## src/rtl/channel_arb_pkg.sv

```systemverilog
// Shared types and helpers for the channel burst arbiter.
package channel_arb_pkg;

    typedef enum logic {ARB_IDLE, ARB_HOLD} arb_state_t;

    function automatic int idx_w(input int n);
        return (n > 1) ? $clog2(n) : 1;
    endfunction

endpackage

```

## src/rtl/channel_burst_arbiter_pick.sv

```systemverilog
// Rotating priority encoder: first set request at or after base, wrapping mod N.
module rr_priority_pick
    import channel_arb_pkg::*;
#(
    parameter int N = 4
) (
    input  logic [N-1:0]          req_i,
    input  logic [idx_w(N)-1:0]   base_i,
    output logic [idx_w(N)-1:0]   idx_o,
    output logic                  any_o
);

    localparam int IW = idx_w(N);

    logic [IW-1:0] j;

    always_comb begin
        idx_o = '0;
        any_o = 1'b0;
        j     = '0;
        for (int k = 0; k < N; k++) begin
            j = IW'((int'(base_i) + k) % N);
            if (!any_o && req_i[j]) begin
                idx_o = j;
                any_o = 1'b1;
            end
        end
    end

endmodule

```

## src/rtl/channel_burst_arbiter.sv

```systemverilog
// N-input round-robin merge with bounded bursts and a registered output stage.
module channel_burst_arbiter
    import channel_arb_pkg::*;
#(
    parameter int N        = 4,
    parameter int W        = 32,
    parameter int MaxBurst = 4
) (
    input  logic                  clk,
    input  logic                  reset,
    input  logic [N-1:0][W-1:0]   in_d_i,
    input  logic [N-1:0]          in_v_i,
    output logic [N-1:0]          in_a_o,
    output logic [W-1:0]          out_d_o,
    output logic                  out_v_o,
    input  logic                  out_a_i,
    input  logic                  stall_i,
    output logic [idx_w(N)-1:0]   grant_o,
    output logic                  idle_o
);

    localparam int IW = idx_w(N);
    localparam int CW = $clog2(MaxBurst + 1);

    arb_state_t    state_q;
    logic [IW-1:0] ptr_q;
    logic [IW-1:0] cur_q;
    logic [IW-1:0] grant_q;
    logic [CW-1:0] cnt_q;
    logic          ov_q;
    logic [W-1:0]  od_q;

    logic [IW-1:0] pick_idx;
    logic          pick_any;
    logic [IW-1:0] sel;
    logic          sel_v;
    logic          load_ok;
    logic          acc;
    logic [IW-1:0] ptr_d;
    logic [CW-1:0] cnt_d;

    rr_priority_pick #(.N(N)) u_pick (
        .req_i  (in_v_i),
        .base_i (ptr_q),
        .idx_o  (pick_idx),
        .any_o  (pick_any)
    );

    // Inside a burst only the current owner may be served.
    assign sel     = (state_q == ARB_HOLD) ? cur_q : pick_idx;
    assign sel_v   = (state_q == ARB_HOLD) ? in_v_i[cur_q] : pick_any;
    assign load_ok = ~ov_q | out_a_i;
    assign acc     = sel_v & load_ok & ~stall_i & ~reset;
    assign ptr_d   = (sel == IW'(N - 1)) ? '0 : sel + 1'b1;
    assign cnt_d   = cnt_q + 1'b1;

    always_comb begin
        in_a_o = '0;
        if (acc) begin
            in_a_o[sel] = 1'b1;
        end
    end

    always_ff @(posedge clk or posedge reset) begin
        if (reset) begin
            state_q <= ARB_IDLE;
            ptr_q   <= '0;
            cur_q   <= '0;
            grant_q <= '0;
            cnt_q   <= '0;
            ov_q    <= 1'b0;
            od_q    <= '0;
        end else begin
            if (acc) begin
                od_q <= in_d_i[sel];
                ov_q <= 1'b1;
            end else if (out_a_i) begin
                ov_q <= 1'b0;
            end
            unique case (state_q)
                ARB_IDLE: begin
                    if (acc) begin
                        cur_q   <= sel;
                        grant_q <= sel;
                        ptr_q   <= ptr_d;
                        if (MaxBurst > 1) begin
                            state_q <= ARB_HOLD;
                            cnt_q   <= CW'(1);
                        end
                    end
                end
                ARB_HOLD: begin
                    if (acc) begin
                        cnt_q <= cnt_d;
                        if (cnt_d == CW'(MaxBurst)) begin
                            state_q <= ARB_IDLE;
                        end
                    end else if (!stall_i && !in_v_i[cur_q]) begin
                        state_q <= ARB_IDLE;
                    end
                end
                default: state_q <= ARB_IDLE;
            endcase
        end
    end

    assign out_v_o = ov_q;
    assign out_d_o = od_q;
    assign grant_o = grant_q;
    assign idle_o  = (state_q == ARB_IDLE) & ~ov_q;

endmodule

```

## config.mk

```make
export PLATFORM = sky130hd
export DESIGN_NAME = channel_burst_arbiter
export DESIGN_NICKNAME = d
export VERILOG_FILES = /design/src/rtl/channel_arb_pkg.sv /design/src/rtl/channel_burst_arbiter_pick.sv /design/src/rtl/channel_burst_arbiter.sv
export SDC_FILE = /design/constraint.sdc
export NUM_CORES = 1
export LEC_CHECK = 0
export CORE_MARGIN = 1.5
export CORE_UTILIZATION = 30
export CTS_CLUSTER_DIAMETER = 120
export DETAILED_ROUTE_END_ITERATION = 7
export PLACE_DENSITY = 0.67
export SYNTH_ARGS = -nofsm -noshare
export SYNTH_HDL_FRONTEND = slang
export SYNTH_SLANG_ARGS = --single-unit
```

## constraint.sdc

```tcl
create_clock -name clk -period 5.18 [get_ports clk]
set_clock_uncertainty 0.1 [all_clocks]
set_input_delay 1.036 -clock clk [delete_from_list [all_inputs] [get_ports clk]]
set_output_delay 1.036 -clock clk [all_outputs]
set_load 0.02 [all_outputs]
```

==> summary by stage <==
Global routing
The initial antenna violation count came to 0. Across every metal layer, demand over resource in global routing totals 16.3%. The remaining global-route overflow is 0.

The via count of the first global-routing pass is 2657. The wire length of the first global-routing pass is 13100 um. The maximum number of pins on one net before global-route repair is 42.

Min path
The worst hold endpoint is out_d_o[27]$_DFFE_PP0P_. The worst hold path begins at out_d_o[27]$_DFFE_PP0P_. The worst hold path belongs to the class reg2reg. The worst hold path was traced through 2 stages.

Die
The count of boundary I/O pins is 176. The die is 101 um wide. The number of rows in the core area is 35. The floorplan die area is 10300 sq um. The die is 101 um tall.

The initial standard-cell utilization of the core is 31.2%. The total area inside the core boundary comes to 9280 sq um.

Worst setup path
The terminus of the critical flop-to-flop path is out_d_o[30]$_DFFE_PP0P_. Of all nets on the critical path, the largest fanout is 7. The launching point of the worst reg2reg path is ptr_q[1]$_DFFE_PP0P_. The first element of the critical path is in_v_i[2]. The nature of the critical path endpoint is an output port.

At the worst endpoint, the required time is 4040 ps. The critical setup path kind is in2out. The worst path arrival time is 3390 ps. The worst register-to-register path has a depth of 5. The type of element launching the critical path is a primary input. Across all register-to-register paths, the minimum setup slack is 2420 ps.

Placed design
The weighted congestion at the end of routability-driven global placement is 0.781. The placed wire-length estimate is 6390 um. The number of buffers added on ports is 175.

Synth
The simple logic cell fraction of the synthesized area is 9.98%. In the synthesized netlist the dominant register cell turns out to be dfrtp_1. The gate count of the mapped netlist is 252.

The largest family of logic cells by synthesized area is multiplexers. The number of warnings reported in the yosys synthesis log is 0. The biggest area contributor in the post-synthesis netlist is dfrtp_1.

The number of different library cells used by synthesis comes to 40. The number of flops mapped to enable cells by yosys is 0. In this run, synthesis produced a sequential element count of 41.

The proportion of synthesized flip-flops having asynchronous set or reset is 100%. In this run the biggest area consumer among cell types represents 35.4% of the synthesized area. The share of the yosys chip area belonging to registers is 35.4%. In this run the cell area of the synthesized design comes to 2900 sq um. Ranked by total cell area, the synthesized netlist is headed by dfrtp_1 (35%), mux2i_1 (22%), o221ai_2 (16%). Of the total synthesized cell area, the portion taken by XOR and XNOR cells is 0%. The adder-cell area share of the yosys netlist is 2.59%.

The synthesized netlist devotes 20.9% of its cell area to compound gates. After synthesis, the mean cell area works out to 11.5 sq um. The post-synth net total is 394. The mux share of post-synthesis cell area is 24.1%.

Finish
Registers take 1030 sq um. The share of final-layout standard cells stronger than drive strength 1 is 11.7%. The signed area change from the synthesized netlist to the final layout is 65.1%.

The layout has 879 filler cells. The library cells used most frequently in the layout, excluding fill and tap cells, are clkdlybuf4s50_1 (175), mux2i_1 (65), dfrtp_1 (41). Leaving out fill and tap cells, the most frequent cell in the layout is clkdlybuf4s50_1. The number of antenna diodes in the final layout is 0. The footprint of the multi-input gates is 1680 sq um. The net count of the finished layout is 559.

Clocking
The depth of the CTS H-tree is 2. The buffer count from post-CTS setup fixing is 0. The CTS sink count is 41. The number of hold buffers added after CTS was 0. The number of buffers on the longest clock path is 2. The later pin in the worst-skew pair is clocked with a latency of 290 ps. The count of cells resized by post-cts repair is 0. Clock tree synthesis inserted a total of 5 buffers. After clock tree synthesis, the clock-pin slew on the worst setup and hold paths is 80 ps. TritonCTS built the clock tree. The root buffer cell chosen for the clock tree is clkbuf_8.

Detailed routing
The first TritonRoute pass finished after 4 iterations. The total number of vias is 2636. For this block, the routed nets add up to 8380 um of wire. The detailed router finished its first iteration with 40 violations. After detailed routing, the average wire length per cell comes to 15.3 um.

The post-detailed-route DRC marker count is 0. In this run the remaining antenna-violating nets after routing total 0. In the routed layout, each cell is associated on average with a via count of 4.82.

Timing
The number of slew-limit violations in the final report was 0. Setup repair after global routing left no endpoint under its margin. The total count of hold-check failures in the final report came to 0. For the finished layout, the period the worst path requires is 4530 ps. The maximum clock rate is 0.221 GHz. The number of setup violations in the final report is 0. At the pin with the least slew margin, the transition time is 1050 ps. The final-layout setup total negative slack is 0 ps. After layout, the worst path uses 87.4% of the clock period. The worst pin sits at a relative slew slack of 30.1%.

Power and ir drop
The net switching share of the total power is 42.0%. The clock network accounts for 11.4% of the total power. The analysis attributes to cell leakage a power of 2.04 nW.

In this run the power density over the cells is 492 nW/um^2. The completed layout was analyzed and its total power is 0.00235 W. The power share of the sequential group is 24.6%. The internal portion of total power is 0.00137 W. The total net switching power is 0.000989 W. The combinational cell fraction of total power is 64.0%. The worst-case IR drop observed on VDD is 0.302 mV.

Outcome
The flow ran to the end, and the final reports show no timing, DRC or antenna violations.

Job
The max-capacitance violation count is 0.
## worst max-delay path: stages
cell and delay [ps]:
clkdlybuf4s50_1 580, or3b_1 370, o221a_2 130, a22o_1 260, clkinv_2 130, ha_1 150
and3_1 150, clkdlybuf4s50_1 600
## power by group through the flow
stage	sequential (W)	combinational, W	clock, W
after floorplan	0.000708	0.000925	0
after global placement	0.000577	0.00151	0
after detailed placement	0.000581	0.00154	0
after CTS	0.000580	0.00154	0.000280
after global routing	0.000604	0.00164	0.000293
final	0.000579	0.00151	0.000268
## worst max path at each step
| stage | slack [ps] | cells after the start | end |
|---|---|---|---|
| after global routing | 520 | 8 | in_a_o[0] |
| after detailed placement | 650 | 8 | in_a_o[2] |
| after CTS | 650 | 8 | in_a_o[2] |
| final | 650 | 8 | in_a_o[2] |
| after global placement | 730 | 8 | in_a_o[0] |
| after floorplan | 1730 | 8 | in_a_o[2] |
## per-stage QoR
stage / utilization (%) / std cells / area, sq um / hold slack [ps] / setup WS [ps]
floorplan: - / 252 / 2900 / 359 / 1730
global placement: 50.3 / 539 / 4670 / 368 / 733
detailed placement: 50.3 / 539 / 4670 / 374 / 652
CTS: 51.5 / 547 / 4780 / 394 / 655
global route: 51.5 / 547 / 4780 / 410 / 523
finish: 51.5 / 547 / 4780 / 389 / 651
## Yosys cell counts, types with 5 or more instances
cell type / number
and3_1: 5
buf_2: 5
buf_6: 10
dfrtp_1: 41
ha_1: 6
inv_1: 6
mux2i_1: 65
nand2_1: 38
o21ai_0: 5
o221ai_2: 30
## routing by layer
layer	track usage, %	part of all wire (%)	vias up
met5	0	0	-
met4	4.49	1.1	0
met3	5.38	8.8	8
met2	28.7	50	116
met1	19.0	40	1231
li1	-	-	1281
## logic make-up (layout without fill, tap and decap cells)
logic type	after synthesis	count (layout)
buffers and inverters	27	193
and+or+nand+nor	59	59
DFF	41	41
AOI/OAI and AO/OA	51	51
adders and majority gates	6	6
muxes	68	68
## cell type report
cell class	instances	area share, %
Clock inverter	1	0.628
Sequential cell	41	21.4
Timing Repair Buffer	178	37.1
Tap cell	129	3.37
Inverter	7	0.575
Clock buffer	7	1.80
Multi-Input combinational cell	184	35.1
## flip-flops by register name, indices dropped and copies added (netlist names)
register and cells:
cnt_q 3, grant_o 2, out_d_o 32, out_v_o 1
ptr_q 2, state_q 1
(Power assumes the default switching activity.)
==> RTL change 1 (same settings) <==
`W`: 32 -> 48.
--- a/src/rtl/channel_burst_arbiter.sv
+++ b/src/rtl/channel_burst_arbiter.sv
@@ -5,3 +5,3 @@
     parameter int N        = 4,
-    parameter int W        = 32,
+    parameter int W        = 48,
     parameter int MaxBurst = 4
Ports: changed (resized in_d_i and out_d_o); port bits go from 176 to 256. No check against the original RTL was run, so the function may have changed too.
==> RTL change 1 against the original RTL <==
Setup slack worse by 0.011 ns. Critical path type unchanged. Total power is 67% higher. Wire length is 110% higher. Critical endpoint is now in_a_o[1]. Sequential cell count is 16 higher. Highest routed layer unchanged. Final area is 55% higher. Sequential share of layout area is 2.2 points lower. Synthesized cell count is 81% higher. Area after synthesis is 53% higher.
==> RTL change 1: results (changes against the original RTL) <==
max reg flops=48 (was 32); first-pass GRT wire length=27000 µm (was 13100 µm); post-DP HPWL=11900 µm (was 6390 µm); Routed WL=17200 µm (was 8380 µm); CTS HTree Levels=3 (was 2); CP max FO=14 (was 7); Final Net Count=887 (was 559); dpl cells=854 (was 539); share of layout cells above drive strength 1=15.5% (was 11.7%); Total GRT Usage=21.8% (was 16.3%); DR pass1 iterations=5 (was 4); vias in the first global route=5035 (was 2657); register area share after synthesis=32.1% (was 35.4%); Cell variety after synth=44 (was 40); CTS Buf Count=9 (was 5); Initial DRC Count=232 (was 40); Hold Crit Depth=1 (was 2); Reg clk slew, reported paths=0.05 ns (was 0.08 ns); Synth area leaders=dfrtp_1 32%, a2111oi_2 15%, mux2i_1 11% (was dfrtp_1 35%, mux2i_1 22%, o221ai_2 16%); post-synthesis adder-cell area fraction=1.69% (was 2.59%); DR WL/cell=19.8 µm (was 15.3 µm); RR Endpoint=grant_o[0] (was out_d_o[30]); CTS Root Cell=clkbuf_16 (was clkbuf_8); status=finished, final reports clean (unchanged); Hold Crit Start=cnt_q[0] (was out_d_o[27]); Skew-Pair Late Insertion Delay=0.33 ns (was 0.29 ns); Worst-Margin Slew=1.03 ns (was 1.05 ns); synthesized-area fraction occupied by ao, oa, aoi and oai cells=35.9% (was 20.9%); Port-buffer cells=255 (was 175); Worst Path Arrival=3.40 ns (was 3.39 ns); Final GP Congestion=0.815 (was 0.781); post-synthesis mux area share=12.3% (was 24.1%); leakage power total=2.85 nW (was 2.04 nW); Synthesized Nets=662 (was 394); Min-Delay Endpoint=cnt_q[0] (was out_d_o[27])
==> RTL change 1: cell count changes in the layout (fill, tap and decap cells not counted), moves of 8 or more <==
cell / change
clkdlybuf4s50_1: +80
nor2_1: +49
a31oi_1: +46
a2111oi_2: +44
o221ai_2: -30
a211oi_1: +27
a211oi_2: +20
dfrtp_1: +16
mux2i_1: -15
nand2_1: +10
clkbuf_16: +9
buf_4: +8
==> RTL change 1: final cells by class <==
cell class	count	area [µm²]
repair buffers	266	2640
multi-input cells	340	2790
clock inverters	2	35.0
inverters	7	26.3
well taps	184	230
flip-flops and latches	57	1430
clock buffers	14	274
fillers	1332	7070
==> RTL change 1: worst max path at each step <==
stage | start | endpoint | depth (start not counted)
final | in_v_i[1] | in_a_o[1] | 6
after CTS | in_v_i[1] | in_a_o[1] | 6
after global routing | in_v_i[1] | in_a_o[0] | 6
after global placement | in_v_i[1] | in_a_o[1] | 6
after detailed placement | in_v_i[1] | in_a_o[1] | 6
after floorplan | in_v_i[0] | in_a_o[3] | 8
==> RTL change 1: worst max-delay path, stage by stage <==
cell and delay, ns:
clkdlybuf4s50_1 0.48, nor2_1 0.27, nor4b_1 0.66, nor3_4 0.19, and2_1 0.23, clkdlybuf4s50_1 0.53
==> RTL change 1: cell families (layout without fill, tap and decap cells) <==
group,Yosys count,after routing
compound gates,159,159
fa+ha+maj,6,6
buf+inv,59,289
flops,57,57
mux,53,53
simple gates,122,122
==> RTL change 1: layer usage <==
layer	track usage, %	vias up	wire length, µm
met2	38.2	190	8810
met4	7.30	0	310
met5	0	-	0
met1	26.5	2300	7060
met3	4.42	26	1050
li1	-	2195	-
==> RTL change 1: power by group <==
group          internal, mW  switching [mW]
combinational          1.02            1.49
clock                 0.411           0.206
sequential            0.662           0.155
total                  2.10            1.85
==> RTL change 1: through the flow <==
| step | utilization [%] | hold slack, ns | cell area [µm²] | worst slack [ns] |
|---|---|---|---|---|
| 6_report | 51.2 | 0.380 | 7410 | 0.640 |
| 5_1_grt | 51.2 | 0.383 | 7410 | 0.488 |
| 4_1_cts | 51.2 | 0.379 | 7410 | 0.606 |
| 3_5_place_dp | 49.1 | 0.372 | 7100 | 0.641 |
| 3_3_place_gp | 49.1 | 0.358 | 7100 | 0.760 |
| 2_1_floorplan | - | 0.346 | 4450 | 1.57 |
==> RTL change 2 (same flow settings) <==
Made on the original files. Make the reset (`reset`) synchronous in one clocked block.
--- a/src/rtl/channel_burst_arbiter.sv
+++ b/src/rtl/channel_burst_arbiter.sv
@@ -63,3 +63,3 @@
 
-    always_ff @(posedge clk or posedge reset) begin
+    always_ff @(posedge clk) begin
         if (reset) begin
Formal check against the unedited RTL: differs if reset is asserted again (counterexample within 4 cycles, from zero or initial values and one cycle with reset high); with reset held inactive, the same outputs for 4 cycles.
==> RTL change 2 against the original RTL <==
Hold slack got worse by 0.037 ns. Total power fell by 38%. Sequential cell count did not move. Setup slack got worse by 0.14 ns. Clock power rose by 37%. Area after synthesis rose by 72%. Wire length rose by 120%. Final area rose by 45%. Critical endpoint is now in_a_o[3]. Sequential power fell by 32%.
==> RTL change 2: results (changes against the original RTL) <==
status=finished, final reports clean (unchanged); met3 Usage GRT=3.15% (was 5.38%); Final GP Congestion=0.770 (was 0.781); Synth area leaders=dfxtp_1 16%, nor3_1 13%, a2111oi_0 11% (was dfrtp_1 35%, mux2i_1 22%, o221ai_2 16%); met3 wire len=1170 µm (was 735 µm); Worst-Margin Slew=1.22 ns (was 1.05 ns); worst r2r src=state_q (was ptr_q[1]); crit path to=in_a_o[3] (was in_a_o[2]); post-synthesis adder-cell area fraction=1.51% (was 2.59%); met1 WL=8490 µm (was 3330 µm); Clock buf/inv share=2.48% (was 2.43%); flip-flop and latch count=41 (unchanged); post-DP HPWL=11200 µm (was 6390 µm); largest net degree at the start of global routing=106 (was 42); RR Endpoint=out_d_o[18] (was out_d_o[30]); ys async rst share=0% (was 100%); Final Net Count=964 (was 559); share of layout cells above drive strength 1=8.02% (was 11.7%); Area Overhead vs Synth=38.8% (was 65.1%); Layout Cells excl Fill=1039 (was 547); CTS HTree Levels=2 (unchanged); vias in the first global route=5465 (was 2657); FILL cells=1596 (was 879); Tcrit/Tclk final=90.2% (was 87.4%); synthesized-area fraction occupied by ao, oa, aoi and oai cells=40.0% (was 20.9%); CTS Root Cell=clkbuf_16 (was clkbuf_8); DR pass1 iterations=5 (was 4); CP startpoint=in_v_i[1] (was in_v_i[2]); leading cell types by count after synthesis=129 x nor3_1, 75 x inv_1, 67 x o21ai_0 (was 65 x mux2i_1, 41 x dfrtp_1, 38 x nand2_1); Reg area=825 µm² (was 0.00103 mm²); clock tree buffer depth=2 (unchanged); WL met2=8380 µm (was 4230 µm); register area share after synthesis=16.5% (was 35.4%); Global Route met2 Usage=32.7% (was 28.7%); Placed Area=0.00674 mm² (was 0.00467 mm²); first-pass GRT wire length=29300 µm (was 13100 µm); VDD IR max=0.127 mV (was 0.302 mV); inverters=77 (was 7); Min Hold Slack=0.352 ns (was 0.389 ns); Buffers, non-clock=186 (was 178); Total GRT Usage=20.1% (was 16.3%); leakage power total=2.46 nW (was 2.04 nW); multi-input gate count=511 (was 184); via-per-instance ratio=5.71 (was 4.82); Layout non-clock buf frac=26.5% (was 37.1%); Initial DRC Count=442 (was 40); post-place setup slack=0.516 ns (was 0.652 ns); worst reg2reg setup slack=2.35 ns (was 2.42 ns); cells after synthesis=717 (was 252); Synthesized Nets=859 (was 394); num rows=46 (was 35); met1 Use GR=28.2% (was 19.0%); Routed WL=18100 µm (was 8380 µm); post-synthesis mux area share=1.06% (was 24.1%); Worst Path Arrival=3.54 ns (was 3.39 ns); Reg clk slew, reported paths=0.06 ns (was 0.08 ns); fraction of area in multi-input gates=51.0% (was 35.1%)
[RTL change 2: changes by cell type in the layout (fill, tap and decap cells not counted), moves of 6 or more]
cell	change
clkbuf_8	-6
mux2i_1	-62
a2111oi_0	+64
nand3_1	+30
nor3_1	+127
dfxtp_1	+40
buf_4	+8
dfrtp_1	-41
o21ai_0	+62
inv_1	+70
a22oi_1	+63
nand2b_1	+64
nor2_1	+11
nand2_1	-33
[RTL change 2: how the worst min path moves through the flow]
stage / endpoint / startpoint
detailed placement: cnt_q[2] / cnt_q[2]
floorplan: cnt_q[2] / cnt_q[2]
finish: cnt_q[2] / cnt_q[2]
global route: cnt_q[2] / cnt_q[2]
CTS: cnt_q[2] / cnt_q[2]
global placement: cnt_q[1] / cnt_q[1]
[RTL change 2: report_power, final]
part	total, mW	switching [mW]	internal (mW)	leakage (nW)
Combinational	0.688	0.369	0.318	2.04
Sequential	0.395	0.0371	0.358	0.338
Clock	0.367	0.139	0.228	0.0800
Total	1.45	0.545	0.905	2.46
